--- config.mk ---
export PLATFORM = sky130hd
export DESIGN_NAME = hop_ref_delay
export DESIGN_NICKNAME = d
export VERILOG_FILES = /design/src/rtl/hop_ref_delay.sv
export SDC_FILE = /design/constraint.sdc
export NUM_CORES = 1
export LEC_CHECK = 0
export BUFFER_PORTS_ARGS = -buffer_cell sky130_fd_sc_hd__buf_2
export CELL_PAD_IN_SITES_DETAIL_PLACEMENT = 2
export CELL_PAD_IN_SITES_GLOBAL_PLACEMENT = 2
export CORE_MARGIN = 4
export CORE_UTILIZATION = 33
export CTS_CLUSTER_DIAMETER = 50
export DETAILED_ROUTE_END_ITERATION = 7
export GPL_TIMING_DRIVEN = 0
export PLACE_DENSITY_LB_ADDON = 0.1
export SETUP_SLACK_MARGIN = 0.02
export SYNTH_ARGS = -nofsm -noshare
export SYNTH_HDL_FRONTEND = slang
export SYNTH_SLANG_ARGS = --single-unit
--- constraint.sdc ---
create_clock -name clock0 -period 0.8 [get_ports clock0]
set_input_delay 0.16 -clock clock0 [delete_from_list [all_inputs] [get_ports clock0]]
set_output_delay 0.16 -clock clock0 [all_outputs]
set_load 0.01 [all_outputs]
--- src/rtl/hop_ref_delay.sv ---
// Reference delay line: the chain start bits delayed LATENCY cycles, giving
// the value each ideal flop chain should present at its output.
module hop_ref_delay #(
  parameter int LANES   = 4,
  parameter int LATENCY = 4
) (
  input  logic             clock0,
  input  logic             rst1,
  input  logic [LANES-1:0] din,
  output logic [LANES-1:0] dout
);

  logic [LATENCY-1:0][LANES-1:0] stage;

  // NOTE: this shift register is reset on purpose so a run started straight
  // after reset compares against zeros rather than X; plain storage arrays
  // elsewhere should not carry a reset.
  always_ff @(posedge clock0 or posedge rst1) begin
    if (rst1) begin
      stage <= '0;
    end else begin
      stage[0] <= din;
      for (int k = 1; k < LATENCY; k++) begin
        stage[k] <= stage[k-1];
      end
    end
  end

  assign dout = stage[LATENCY-1];

endmodule

# After elaboration in Yosys (flattened, before gate mapping)
# Index checks and enable logic that the tools add are counted.
dict set report totals {
  inputBits 6
  word_cells 4
  ff_bits 16
  out_inout_bits 4
}

# Logic depth before layout (Yosys ltp)
# Gate-level depths: netlist (run 1).
dict set report depth {
  ltp_word 0
  mapped_depth 1
}

# Worst setup path before layout (run 1)
# No wires, ideal clock.
dict set report synth_timing {
  path_kind {register -> output}
  from {reg stage, in the netlist dout[0]}
  to {out dout[0]}
  required_time_ps 640
  arrival_ps 467
  setup_slack_ps 173
  stages_incl_launch_ff 2
  path_buffers 1
  path_cell_list {dfrtp_1 buf_4}
}
# element line
set synth_lines {}
lappend synth_lines {{start: declaration} 13} ;# logic [LATENCY-1:0][LANES-1:0] stage;
lappend synth_lines {{start signal: indexed assignment} 24} ;# stage[k] <= stage[k-1];
lappend synth_lines {{end: declaration} 10} ;# output logic [LANES-1:0] dout
# No word-level cell between the ends.

# Worst setup path after layout (run 1)
dict set report layout_timing {
  from {reg stage, in the netlist dout[2]}
  to {out dout[2]}
}
# No word-level cell between the ends.

==> summary.md, run 1 <==
| Metric | Value |
|---|---|
| Routed vias/inst | 3.96 |
| DR pass1 iterations | 1 |
| RSZ-0062 raised after global routing | true |
| Avg WL per Cell | between 10 and 15 µm |
| Multi-input gates | 0 |
| Maximum clock frequency | 1070 MHz |
| Final Net Count | 41 |
| CP cell instances | buf_6 |
| # H-tree levels | 1 |
| Pwr Density | 2490 nW/µm² |
| N_diodes | 0 |
| Final Wtd Congestion | between 0.5 and 0.6 |
| Failing checks | negative hold slack, negative setup slack |
| Hold WS | -0.0696 ns |
| Kind of critical path | flop to primary output |
| Reg clk slew, reported paths | 0.08 ns |
| Top delay family on crit path | flip-flops |
| Levels on crit path | 1 |
| Worst Path Buf+Inv | 1 |
| Worst EP required | 0.64 ns |
| Power after layout | 1.42 mW |
| Fin util | 48.5% |
| Final worst-path cycle share | 117% |
| Worst setup path end | dout[2] |
| Post-synthesis cell type count | 3 |
| Tot GR Track Use | 7.75% |
| Fillers | 105 |
| CP endpoint kind | primary output |
| CTS tree | done |
| Clk pwr share | 34.4% |
| Design Area, Final | about 570 µm² |
| R2r setup slk | about 0.32 ns |
| Reg-to-Reg End | stage[4] |
| Leak | about 0.27 nW |
| CP Max Fanout | 1 |
| Synth Register Bits | 16 |
| Area taken by flip-flops and latches | 400 µm² |
| Seq pwr share | approximately three fifths |
| Worst slew pin tran | 0.568 ns |
| Hold Buf Count CTS | 4 |
| Die area | 1960 µm² |
| Area after DPL | just under 500 µm² |
| Initial antenna violation count | 0 |
| Pin count of the biggest net entering global routing | 17 |
| Die Width | 44.3 µm |
| Mean Syn Cell Area | 20.7 µm² |
| Total clock sinks | 16 |
| Number of buffers added on ports | 9 |
| Cell internal pwr | ~1.2 mW |
| Final Slew Violations | 0 |
| Tmin final | 0.935 ns |
| Pre-CTS WS | 0.0414 ns |
| Vias in the first global route | 238 |
| Total congestion overflow | 0 |
| Vias | 190 |
| Worst path slowest cell | dfrtp_1 |
| Multi-input logic area | 0 µm² |
| Worst Setup SP | dout[2] |
| Logic pwr share | 4.8% |
| Post-Place Cells | 44 |
| Count of final setup violators | 4 |
| Max Cap Viol | 0 |
| Sw Ratio | 17.8% |
| Row count | 12 |
| Fraction of layout cells with a size suffix above 1 | 38.2% |
| # IOs | 10 |
| Maximum VDD drop | 1130 µV |
| Mapped Cells | 21 |
| PnR worst setup slack | -0.135 ns |
| Worst EP arrival | 0.78 ns |
| Launching point of the worst reg2reg path | stage[0] |
| Synth warn | 0 |
| Post-Syn Area | 434 µm² |
| Cts bufs inserted | 3 |
| Slew HR | between 60 and 70% |
| Net Sw Power | 251 µW |
| Hold crit path type | input pin to async pin |
| Area delta synth->final | 30.8% |
| Clock Latency Late Sink | 0.27 ns |
| Outcome | complete, but fails checks |
| First-pass GRT wire length | 1050 µm |
| Routed WL | 512 µm |
| # DRC | 0 |
| Root Buffer Master | clkbuf_4 |
| Fin Setup TNS | -0.506 ns |
| Final cell count without fillers | 48 |
| Crit start category | flop |
| Total core area | 1170 µm² |
| Post-synthesis sequential area ratio | 92.2% |
| R2R depth | 0 |
| Routed Antenna Nets | 0 |
| Die height | 44.3 µm |
| Initial DRC Count | 0 |
| Post-Syn Nets | 27 |
| CP max stage delay | just under 0.4 ns |
| Clk buf depth | 2 |
| Hold Fails Final Rpt | 16 |
| Initial core utilization | roughly 37% |
| Clock Skew | about 0.0025 ns |
-- what timing repair did --
| item | in CTS | in global routing |
|---|---|---|
| buffers inserted | 0 | 0 |
| resized for setup | 4 | 0 |
| endpoints found under the hold margin | 20 | 16 |
| endpoints found under the setup margin | 4 | 4 |
-- area by class of cell --
cell class / instances / area share (%)
well taps: 14 / 3.08
clock buffers: 4 / 6.39
repair buffers: 13 / 19.4
flip-flops and latches: 16 / 70.5
inverters: 1 / 0.661
-- metal layers --
layer,GRT usage (%),wire length [µm]
met1,9.92,194
met2,11.0,268
met3,2.44,49
met4,5.42,0
met5,0,0
-- power by group through the flow --
| stage | clock network (mW) | logic (mW) | registers, mW |
|---|---|---|---|
| 3_5_place_dp | 0 | 0.0575 | 0.877 |
| 2_1_floorplan | 0 | 0.0326 | 0.871 |
| 3_3_place_gp | 0 | 0.0546 | 0.872 |
| 5_1_grt | 0.590 | 0.0763 | 0.868 |
| 6_report | 0.487 | 0.0676 | 0.862 |
| 4_1_cts | 0.510 | 0.0691 | 0.864 |
-- how the worst min path moves through the flow --
stage,endpoint,slack [ns],cells after the start
2_1_floorplan,dout[0],0.07,1
3_3_place_gp,stage[3],0.21,2
3_5_place_dp,stage[6],0.25,2
4_1_cts,stage[7],-0.06,2
5_1_grt,stage[3],-0.03,2
6_report,dout[2],-0.07,2
-- state kept, by name, indices dropped and copies added, names as in the netlist --
| signal | cells |
|---|---|
| dout | 4 |
| stage | 12 |
-- layout by cell type, fill, tap and decap left out --
master / count
buf_2: 5
buf_6: 4
clkbuf_4: 3
clkbuf_8: 1
dfrtp_1: 16
dlygate4sd3_1: 4
inv_1: 1
-- synth_stat cells --
| library cell | count | share of area [%] |
|---|---|---|
| inv_1 | 1 | 0.86 |
| dfrtp_1 | 16 | 92 |
| buf_4 | 4 | 6.9 |
-- cells by family (layout without fill, tap and decap cells) --
| kind of cell | after synthesis | in the layout | share of synthesized area (%) |
|---|---|---|---|
| flip-flops | 16 | 16 | 92.2 |
| buffers and inverters | 5 | 18 | 7.78 |
Note: power is estimated with default switching activity, not from simulation.
==> run 2: changes to the inputs <==
==> config.mk (replaced) <==
export PLATFORM = sky130hd
export DESIGN_NAME = hop_ref_delay
export DESIGN_NICKNAME = d
export VERILOG_FILES = /design/src/rtl/hop_ref_delay.sv
export SDC_FILE = /design/constraint.sdc
export NUM_CORES = 1
export LEC_CHECK = 0
export BUFFER_PORTS_ARGS = -buffer_cell sky130_fd_sc_hd__buf_2
export CELL_PAD_IN_SITES_DETAIL_PLACEMENT = 1
export CELL_PAD_IN_SITES_GLOBAL_PLACEMENT = 1
export CORE_AREA = 4 4 41 43
export CTS_CLUSTER_DIAMETER = 50
export DETAILED_ROUTE_END_ITERATION = 7
export DIE_AREA = 0 0 45 47
export GPL_TIMING_DRIVEN = 0
export PLACE_DENSITY = 0.67
export SETUP_SLACK_MARGIN = 0.02
export SYNTH_ARGS = -nofsm -noshare
export SYNTH_HDL_FRONTEND = slang
export SYNTH_SLANG_ARGS = --single-unit
==> run 2 against run 1 <==
The flow still finishes with violations (negative hold slack, negative setup slack). Non-clock buffer count stayed put. Highest routed layer unchanged. Wire length fell by 10%. Global-route usage fell by 1.7 points. Die area rose by 7.9%. Cell area grew 0.22%. Sequential share of layout area is 0.15 points lower. Register-to-register slack about the same. Critical path type unchanged.
==> summary.md, run 2 (synthesized netlist as in run 1, its figures left out) <==
| Metric | Value |
|---|---|
| Outcome | complete, but fails checks |
| Failing checks | negative hold slack, negative setup slack |
| Top delay family on crit path | flip-flops |
| Design Area, Final | 569 µm² (+0.22%) |
| Kind of critical path | flop to primary output |
| Final Slew Violations | 0 (unchanged) |
| Die area | 2120 µm² (+7.9%) |
| Crit start category | flop |
| Clock Skew | 0.00229 ns (-0.000182 ns) |
| N_diodes | 0 (unchanged) |
| Total clock sinks | 16 (unchanged) |
| CP Max Fanout | 1 (unchanged) |
| Max reg flops | 12 (unchanged) |
| Levels on crit path | 1 (unchanged) |
| Worst path slowest cell | dfrtp_1 |
| Die height | 47 µm (+6.2%) |
| Final Net Count | 41 (unchanged) |
| PnR worst setup slack | -0.131 ns (+0.00453 ns) |
| Power after layout | 1.41 mW (-0.11%) |
| Pin count of the biggest net entering global routing | 17 (unchanged) |
| Routed vias/inst | 3.86 (-2.6%) |
| Tmin final | 0.931 ns (-0.00453 ns) |
| Worst slew pin tran | 0.553 ns (-0.0142 ns) |
| # H-tree levels | 1 (unchanged) |
| Most common cell after layout, fill and taps aside | dfrtp_1 |
| Hold crit path type | input pin to async pin |
| Hold Fails Final Rpt | 16 (unchanged) |
| Final worst-path cycle share | 116% (-0.57 points) |
| Count of final setup violators | 4 (unchanged) |
| Fraction of layout cells with a size suffix above 1 | 38.2% (unchanged) |
| Root Buffer Master | clkbuf_4 |
| Tot GR Track Use | 6.07% (-1.7 points) |
| Hold Buf Count CTS | 4 (unchanged) |
| Final Wtd Congestion | 0.611 (+3.0%) |
| Total congestion overflow | 0 (unchanged) |
| Vias | 189 (-0.53%) |
| Commonest cells after routing, fill and taps aside | dfrtp_1, buf_2, dlygate4sd3_1, buf_6, clkbuf_4 |
| Multi-input logic area | 0 µm² (unchanged) |
| Worst EP arrival | 0.77 ns (about the same) |
| # DRC | 0 (unchanged) |
| # IOs | 10 (unchanged) |
| Routed WL | 461 µm (-10%) |
| Fillers | 132 (+26%) |
| First-pass GRT wire length | 855 µm (-18%) |
| Area after DPL | 498 µm² (+0.25%) |
| Initial antenna violation count | 0 (unchanged) |
| Row count | 13 (+1) |
| Slew HR | 63.1% (+0.95 points) |
| Total core area | 1300 µm² (+11%) |
| RSZ-0062 raised after global routing | true |
| R2R depth | 0 (unchanged) |
| Maximum clock frequency | 1070 MHz (+0.49%) |
| Hold WS | -0.0738 ns (-0.00422 ns) |
| Vias in the first global route | 204 (-14%) |
| Post-CTS Setup Bufs | 0 (unchanged) |
| Avg WL per Cell | 9.41 µm (-12%) |
| Initial core utilization | 33.4% (-3.7 points) |
| Routed Antenna Nets | 0 (unchanged) |
| Initial DRC Count | 0 (unchanged) |
| Leak | 0.273 nW (unchanged) |
| Clock Latency Late Sink | 0.27 ns (about the same) |
| Clk buf depth | 2 (unchanged) |
| Pwr Density | 2480 nW/µm² (-0.33%) |
| Multi-input gates | 0 (unchanged) |
| Reg clk slew, reported paths | 0.08 ns (about the same) |
| DR pass1 iterations | 1 (unchanged) |
| Max Cap Viol | 0 (unchanged) |
| Worst Path Buf+Inv | 1 (unchanged) |
| Number of buffers added on ports | 9 (unchanged) |
| CP endpoint kind | primary output |
| Largest Register | stage |
| CTS tree | done |
| CP cell instances | buf_6 |
| Area delta synth->final | 31.1% |
| Die Width | 45 µm (+1.6%) |
| Worst EP required | 0.64 ns (about the same) |
| CP max stage delay | 0.38 ns (about the same) |
| Maximum VDD drop | 1260 µV (+12%) |
| Fin util | 43.8% (-4.8 points) |
| Cts bufs inserted | 3 (unchanged) |
## run 2: cell counts in the layout (fill, tap and decap cells not counted)
Identical to the previous run, type by type.
## run 2: final timing paths
kind                           start        end  slack (ns)
hold / removal                  rst1  stage[10]       -0.07
min in group clock0        stage[11]    dout[3]        0.35
hold reg to reg            stage[11]    dout[3]        0.35
setup reg to reg            stage[3]   stage[7]        0.33
max in group asynchronous       rst1  stage[11]        0.51
setup / recovery             dout[2]    dout[2]       -0.13
## run 2: where the power goes
part           leakage (nW)  internal, mW  switching [mW]
clock network        0.0210         0.276           0.210
logic                0.0659        0.0398          0.0278
registers             0.186         0.848          0.0117
total                 0.273          1.16           0.250
## run 2: timing repair
action	CTS	global route
cloned	0	0
gates resized for setup	4	0
setup endpoints to repair	4	4
endpoints found under the hold margin	20	16
## run 2: layout make-up
class	instances	area [µm²]	area share [%]
Sequential cell	16	400	70.3
Timing Repair Buffer	13	110	19.3
Clock buffer	4	36.3	6.37
Inverter	1	3.75	0.659
Tap cell	15	18.8	3.30
## run 2: metrics by stage
step	setup WS (ns)	instances	hold slack, ns	TNS [ns]
after floorplan	0.173	21	0.0737	0
after global placement	0.0573	45	0.223	0
after detailed placement	0.0519	45	0.234	0
after CTS	-0.145	49	-0.0676	-0.566
after global routing	-0.172	49	-0.0276	-0.681
final	-0.131	49	-0.0738	-0.498
## run 2: layer usage
layer / global-route usage (%) / vias up / wire length (µm) / part of all wire [%]
met5: 0 / - / 0 / 0
met2: 8.47 / 9 / 241 / 52
met1: 7.33 / 95 / 177 / 38
met3: 3.45 / 0 / 41 / 8.9
li1: - / 85 / - / -
met4: 3.51 / 0 / 0 / 0
==> run 3: changes to the inputs <==
--- a/config.mk
+++ b/config.mk
@@ -6,14 +6,13 @@
 export NUM_CORES = 1
 export LEC_CHECK = 0
 export BUFFER_PORTS_ARGS = -buffer_cell sky130_fd_sc_hd__buf_2
-export CELL_PAD_IN_SITES_DETAIL_PLACEMENT = 1
-export CELL_PAD_IN_SITES_GLOBAL_PLACEMENT = 1
 export CORE_AREA = 4 4 41 43
 export CTS_CLUSTER_DIAMETER = 50
 export DETAILED_ROUTE_END_ITERATION = 7
 export DIE_AREA = 0 0 45 47
 export GPL_TIMING_DRIVEN = 0
-export PLACE_DENSITY = 0.67
+export PLACE_DENSITY = 0.6
+export RECOVER_POWER = 50
 export SETUP_SLACK_MARGIN = 0.02
 export SYNTH_ARGS = -nofsm -noshare
 export SYNTH_HDL_FRONTEND = slang
==> run 3 against run 2 <==
Cell area is the same. Combinational power shrank 0.6%. Clock-buffer cell count is the same. Critical path type unchanged. Fmax is essentially flat. Global-route usage grew 0.096 points. Highest routed layer unchanged. Largest cell class unchanged. Via count shrank 11%. Total power grew 0.54%. Wire length grew 3.0%. Clock power grew 1%. Non-clock buffer count is the same. The run still ends with negative hold slack, negative setup slack left. Sequential power is essentially flat. Setup slack gained 0.00051 ns.
==> summary.md, run 3 (synthesized netlist as in run 1, its figures left out) <==
| Metric | Value |
|---|---|
| # IOs | 10 (unchanged) |
| Initial core utilization | 33.4% (unchanged) |
| Levels on crit path | 1 (unchanged) |
| Hold WS | -0.0763 ns (-0.00244 ns) |
| N_diodes | 0 (unchanged) |
| Total congestion overflow | 0 (unchanged) |
| Worst path slowest cell | dfrtp_1 |
| Worst slew pin tran | 0.562 ns (+0.00865 ns) |
| Multi-input gates | 0 (unchanged) |
| PnR worst setup slack | -0.130 ns (+0.000513 ns) |
| Post-CTS Setup Bufs | 0 (unchanged) |
| Worst Setup SP | dout[3] |
| Fraction of layout cells with a size suffix above 1 | 38.2% (unchanged) |
| Pin count of the biggest net entering global routing | 17 (unchanged) |
| Failing checks | negative hold slack, negative setup slack |
| Number of buffers added on ports | 9 (unchanged) |
| Design Area, Final | 569 µm² (unchanged) |
| Clock Latency Late Sink | 0.27 ns (about the same) |
| Clk buf depth | 2 (unchanged) |
| Final Wtd Congestion | 0.605 (-0.88%) |
| Fin Setup TNS | -0.505 ns (-0.00700 ns) |
| Max Cap Viol | 0 (unchanged) |
| Commonest cells after routing, fill and taps aside | dfrtp_1, buf_2, dlygate4sd3_1, buf_6, clkbuf_4 |
| Clock Skew | 0.00430 ns (+0.00201 ns) |
| First-pass GRT wire length | 855 µm (unchanged) |
| Tmin final | 0.930 ns (-0.000513 ns) |
| Avg WL per Cell | 9.69 µm (+3.0%) |
| Total core area | 1300 µm² (unchanged) |
| Row count | 13 (unchanged) |
| Multi-input logic area | 0 µm² (unchanged) |
| Pre-CTS WS | 0.0583 ns (+0.00636 ns) |
| CP Max Fanout | 1 (unchanged) |
| Routed vias/inst | 3.43 (-11%) |
| Outcome | complete, but fails checks |
| Worst EP arrival | 0.77 ns (about the same) |
| RSZ-0062 raised after global routing | true |
| Worst EP required | 0.64 ns (about the same) |
| Final cell count without fillers | 49 (unchanged) |
| Pwr Density | 2500 nW/µm² (+0.54%) |
| CP endpoint kind | primary output |
| Initial antenna violation count | 0 (unchanged) |
| Fin util | 43.8% (unchanged) |
| Total clock sinks | 16 (unchanged) |
| Launching point of the worst reg2reg path | stage[4] |
| Vias in the first global route | 189 (-7.4%) |
| DR pass1 iterations | 1 (unchanged) |
| Final Net Count | 41 (unchanged) |
| Cts bufs inserted | 3 (unchanged) |
| Hold Buf Count CTS | 4 (unchanged) |
| CTS tree | done |
| R2r setup slk | 0.31 ns (-0.02 ns) |
| Routed WL | 475 µm (+3.0%) |
| Final Slew Violations | 0 (unchanged) |
| CP max stage delay | 0.38 ns (about the same) |
| Hold Fails Final Rpt | 16 (unchanged) |
| Tot GR Track Use | 6.17% (+0.096 points) |
| Fillers | 129 (-2.3%) |
| Crit start category | flop |
| CP cell instances | buf_6 |
| Hold crit path type | input pin to async pin |
| Top delay family on crit path | flip-flops |
| Kind of critical path | flop to primary output |
| # DRC | 0 (unchanged) |
| Worst setup path end | dout[3] |
| Routed Antenna Nets | 0 (unchanged) |
| Area delta synth->final | 31.1% (unchanged) |
| Area after DPL | 498 µm² (unchanged) |
| R2R depth | 0 (unchanged) |
| Final worst-path cycle share | 116% (about the same) |
| Reg clk slew, reported paths | 0.08 ns (about the same) |
| # H-tree levels | 1 (unchanged) |
| Die area | 2120 µm² (unchanged) |
| Count of final setup violators | 4 (unchanged) |
| Vias | 168 (-11%) |
| Leak | 0.273 nW (unchanged) |
| Maximum clock frequency | 1070 MHz (about the same) |
| Die Width | 45 µm (unchanged) |
| Post-Place Cells | 45 (unchanged) |
| Maximum VDD drop | 1120 µV (-11%) |
| Root Buffer Master | clkbuf_4 |
| Most common cell after layout, fill and taps aside | dfrtp_1 |
| Largest Register | stage |
| Power after layout | 1.42 mW (+0.54%) |
| Reg-to-Reg End | stage[8] |
| Max reg flops | 12 (unchanged) |
| Worst Path Buf+Inv | 1 (unchanged) |
| Die height | 47 µm (unchanged) |
| Initial DRC Count | 0 (unchanged) |
| Slew HR | 62.5% (-0.58 points) |
run 3: cell counts in the layout (fill, tap and decap cells not counted):
No cell type changed its count.
run 3: cell type report:
cell class / count / area [µm²] / share of cell area [%]
Clock buffer: 4 / 36.3 / 6.37
Timing Repair Buffer: 13 / 110 / 19.3
Tap cell: 15 / 18.8 / 3.30
Inverter: 1 / 3.75 / 0.659
Sequential cell: 16 / 400 / 70.3
run 3: metal layers:
layer	part of all wire [%]	track usage [%]	vias up
li1	-	-	83
met1	44	8.13	76
met2	44	7.91	9
met3	11	2.30	0
met4	0	5.26	0
met5	0	0	-
run 3: worst min-delay path by stage:
stage          start        end  slack [ns]  cells past startpoint
2_1_floorplan   rst1    dout[0]        0.07                      1
3_3_place_gp    rst1   stage[9]        0.21                      2
3_5_place_dp    rst1   stage[8]        0.23                      2
4_1_cts         rst1   stage[8]       -0.07                      2
5_1_grt         rst1  stage[11]       -0.03                      2
6_report        rst1  stage[11]       -0.08                      2
run 3: repair_timing:
item / 4_1_cts / 5_1_grt
gates resized for setup: 4 / 0
hold endpoints to repair: 20 / 16
endpoints found under the setup margin: 4 / 4
run 3: report_power, final:
part | switching [mW] | internal (mW)
logic | 0.0274 | 0.0397
clock network | 0.218 | 0.276
registers | 0.0118 | 0.848
